File: config.mk
export PLATFORM = sky130hd
export DESIGN_NAME = ramfifo_fwft_reader
export DESIGN_NICKNAME = d
export VERILOG_FILES = /design/src/rtl/ramfifo_fwft_reader.sv
export SDC_FILE = /design/constraint.sdc
export NUM_CORES = 1
export LEC_CHECK = 0
export BUFFER_PORTS_ARGS = -buffer_cell sky130_fd_sc_hd__buf_2
export CAP_MARGIN = 10
export CORE_ASPECT_RATIO = 0.8
export CORE_MARGIN = 3
export CORE_UTILIZATION = 40
export CTS_BUF_LIST = sky130_fd_sc_hd__clkbuf_4 sky130_fd_sc_hd__clkbuf_8
export CTS_CLUSTER_SIZE = 25
export DETAILED_ROUTE_END_ITERATION = 8
export GPL_ROUTABILITY_DRIVEN = 0
export GPL_TIMING_DRIVEN = 0
export SYNTH_ARGS = -nofsm -noshare
export SYNTH_HDL_FRONTEND = slang
export SYNTH_SLANG_ARGS = --single-unit
File: constraint.sdc
create_clock -name clock -period 8.3 [get_ports clock]
set_input_delay 1.66 -clock clock [delete_from_list [all_inputs] [get_ports clock]]
set_output_delay 1.66 -clock clock [all_outputs]
set_load 0.05 [all_outputs]
File: src/rtl/ramfifo_fwft_reader.sv
// First-word-fall-through read stage for a counter-based RAM FIFO with a synchronous-read RAM.
// Define RAMFIFO_FWFT_FLUSH_EN to add the synchronous flush input.
module ramfifo_fwft_reader #(
  parameter int WIDTH = 36
) (
  input  logic             clock,
  input  logic             reset_n,
  input  logic             enable,
  input  logic             fifo_empty,
  output logic             fifo_read,
  input  logic [WIDTH-1:0] ram_rdata,
  output logic             out_valid,
  output logic [WIDTH-1:0] out_data,
  input  logic             out_ready,
`ifdef RAMFIFO_FWFT_FLUSH_EN
  input  logic             flush,
`endif
  output logic [1:0]       level
);

  logic [WIDTH-1:0] r_mem [3];
  logic [1:0]       r_rd_ptr;
  logic [1:0]       r_wr_ptr;
  logic [1:0]       r_level;
  logic             r_inflight;

  logic             w_flush;
  logic             w_pop;
  logic             w_capture;
  logic             w_credit;
  logic [2:0]       w_committed;

  function automatic logic [1:0] ptr_inc(input logic [1:0] p);
    return (p == 2'd2) ? 2'd0 : p + 2'd1;
  endfunction

`ifdef RAMFIFO_FWFT_FLUSH_EN
  assign w_flush = flush;
`else
  assign w_flush = 1'b0;
`endif

  // Credit check uses registered state only, so out_ready never reaches fifo_read.
  assign w_committed = {1'b0, r_level} + {2'b00, r_inflight};
  assign w_credit    = (w_committed < 3'd3);
  assign fifo_read   = reset_n & enable & ~fifo_empty & ~w_flush & w_credit;

  assign w_capture = r_inflight & ~w_flush;
  assign out_valid = (r_level != 2'd0);
  assign w_pop     = out_valid & out_ready;
  assign out_data  = out_valid ? r_mem[r_rd_ptr] : '0;
  assign level     = r_level;

  always_ff @(posedge clock) begin
    if (!reset_n || w_flush) begin
      r_inflight <= 1'b0;
      r_level    <= 2'd0;
      r_rd_ptr   <= 2'd0;
      r_wr_ptr   <= 2'd0;
    end else begin
      r_inflight <= fifo_read;
      r_level    <= r_level + {1'b0, r_inflight} - {1'b0, w_pop};
      if (w_capture) r_wr_ptr <= ptr_inc(r_wr_ptr);
      if (w_pop)     r_rd_ptr <= ptr_inc(r_rd_ptr);
    end
  end

  // Storage is data only; out_data is masked while nothing is buffered.
  always_ff @(posedge clock) begin
    if (w_capture) r_mem[r_wr_ptr] <= ram_rdata;
  end

endmodule

==> flow_metrics.env <==
export IMPL_die_area_sq_um=13300
export IMPL_finalPower_uw=1600
export IMPL_synth_area_sq_um=4790
export IMPL_synth_area_per_cell_sq_um=17.7
export IMPL_clock_fmax_ghz=0.235
export IMPL_final_nets=419
export IMPL_finalMaxSlewViolations=0
export IMPL_drive_gt1_share_pct=42.3
export IMPL_post_cts_buffers=0
export IMPL_endpoint_kind="primary output"
export IMPL_worst_pin_slew_ps=675
export IMPL_final_util_pct=51.0
export IMPL_first_global_vias=2564
export IMPL_synth_cell_type_count=28
export IMPL_cts_buffers_inserted=17
export IMPL_clock_latency_ps=420
export IMPL_finalWirelength_um=8620
export IMPL_cap_violations=0
export IMPL_cts_root_buf="clkbuf_8"
export IMPL_grt_pass1_wl_um=13500
export IMPL_dr_total_vias=2551
export IMPL_postCtsHoldBufs=0
export IMPL_post_place_ws_ps=4040
export IMPL_cts_resized=0
export IMPL_criticalPathCategory="primary input to primary output"
export IMPL_rsz0062_at_grt="false"
export IMPL_grt_use_total_pct=13.6
export IMPL_synth_commonest_cells="108 x edfxtp_1, 38 x nor2_1, 37 x mux2i_1"
export IMPL_clkTransAtPathRegs_ps=60
export IMPL_ys_async_sr_fraction_pct=0
export IMPL_cp_max_fo=10
export IMPL_clock_sinks=117
export IMPL_wl_per_cell_um=16.1
export IMPL_ys_ff_latch=117
export IMPL_diodes=0
export IMPL_yosysWarnings=0
export IMPL_final_setup_tns_ps=0
export IMPL_synth_seq_area_share_pct=71.4
export IMPL_cts_buffer_depth=2
export IMPL_crit_required_ps=6640
export IMPL_timing_final_crit_share_pct=51.2
export IMPL_grt_remaining_overflow=0
export IMPL_first_iter_violations=114
export IMPL_outcome="complete, no violations"
export IMPL_via_per_inst=4.76
export IMPL_num_rows=35
export IMPL_power_leakage_uw=0.00221
export IMPL_die_w_um=128
export IMPL_netlist_top_cells_area="edfxtp_1 68%, mux2_4 9.4%, mux2i_1 7.7%"
export IMPL_final_hold_violation_count=0
export IMPL_instances_no_fill=536
export IMPL_ys_flop_type="edfxtp_1"
export IMPL_synthCells=271
export IMPL_syn_nets=315
export IMPL_fp_coreArea_sq_um=11600
export IMPL_cp_data_arrival_time_ps=2590
export IMPL_grt_max_degree=24
export IMPL_dieHeight_um=104
export IMPL_min_path_type="flop to flop"
export IMPL_setup_viol=0
export IMPL_post_route_min_period_ps=4250
export IMPL_firstDrtPassIters=4
export IMPL_cts_htree_levels=4
export IMPL_start_kind="primary input"
export IMPL_start_util_pct=41.3
export IMPL_synth_most_common_cell="edfxtp_1"
export IMPL_antenna_found_initial=0
export IMPL_drc=0
export IMPL_yosysTopAreaCellShare_pct=67.7
export IMPL_place_inst=504
export IMPL_finClkSkew_ps=6.29
export IMPL_num_io_pins=81
export IMPL_antenna_violating_nets_post_route=0
export IMPL_synth_edf_count=108
export IMPL_syn_to_final_growth_pct=23.6
export IMPL_max_slew_margin_pct=54.9
export IMPL_tritoncts="built"
export IMPL_synth_top_cell_by_area="edfxtp_1"
export IMPL_pwr_density_cell_nw_per_um2=271
export IMPL_dp_hpwl_um=5580
export IMPL_ir_worst_vdd_mv=0.188
export IMPL_port_buffers=79
export IMPL_setup_slack_ps=4050
critical path: stages:
cell	delay, ps
buf_2	180
nand2_1	90
a2111oi_0	320
buf_2	330
final cells by class:
cell class	count	area, sq um
clock buffer	19	249
buffer	12	116
clock inverter	13	186
timing repair buffer	85	488
inverter	1	3.75
sequential	117	3420
multi-input combinational	141	1270
fill	1008	5680
tap	148	185
power by group:
group	switching, uW	total, uW	internal (uW)
clock network	212	569	358
logic	256	371	114
registers	7.37	664	657
total	476	1600	1130
cells in the final DEF, fill, tap and decap left out, drive strengths merged:
cell | Yosys | final
and4bb | 1 | 1
buf | 10 | 95
dfxtp | 9 | 9
inv | 1 | 1
xnor2 | 1 | 1
or3 | 1 | 1
mux2 | 36 | 36
clkbuf | 2 | 21
and2 | 1 | 1
nand2 | 6 | 6
nor3b | 1 | 1
a2111oi | 2 | 2
o21a | 2 | 2
ha | 3 | 3
a21oi | 1 | 1
or3b | 1 | 1
edfxtp | 108 | 108
mux2i | 37 | 37
a21boi | 4 | 4
nor2b | 2 | 2
clkinvlp | 0 | 1
bufinv | 0 | 5
nand2b | 2 | 2
nor2 | 39 | 39
clkinv | 0 | 7
o21ai | 1 | 1
metrics by stage:
stage | hold WS, ps | area (sq um)
3_5_place_dp | 480 | 5490
2_1_floorplan | 461 | 4790
3_3_place_gp | 472 | 5370
5_1_grt | 519 | 5920
6_report | 489 | 5920
4_1_cts | 489 | 5920
per-layer routing:
layer  global-route usage [%]  vias up  share of wire (%)
met5                        0        -                  0
met4                     6.14        0                1.6
met3                     4.00       14                5.5
met2                     20.4       69                 47
met1                     18.3     1236                 46
li1                         -     1232                  -
logic make-up after synthesis:
family | after synthesis | synth area share (%)
simple gates | 54 | 4.96
compound gates | 10 | 1.59
buf+inv | 13 | 2.51
mux | 73 | 18.5
flops | 117 | 71.4
fa+ha+maj | 3 | 0.783
xor+xnor | 1 | 0.183
registers in the layout, indices dropped and copies added (netlist names), named ones only:
signal      count
r_mem         108
r_inflight      1
level           2
r_wr_ptr        2
r_rd_ptr        2
final timing paths:
path                    start            to  slack [ps]  cells past startpoint
hold / removal    r_rd_ptr[0]   r_rd_ptr[0]         490                      2
setup reg to reg   r_inflight  r_mem[2][17]        6580                      3
hold reg to reg   r_rd_ptr[0]   r_rd_ptr[0]         490                      2
setup / recovery      reset_n     fifo_read        4050                      4
Power figures use the tool's default switching activity.
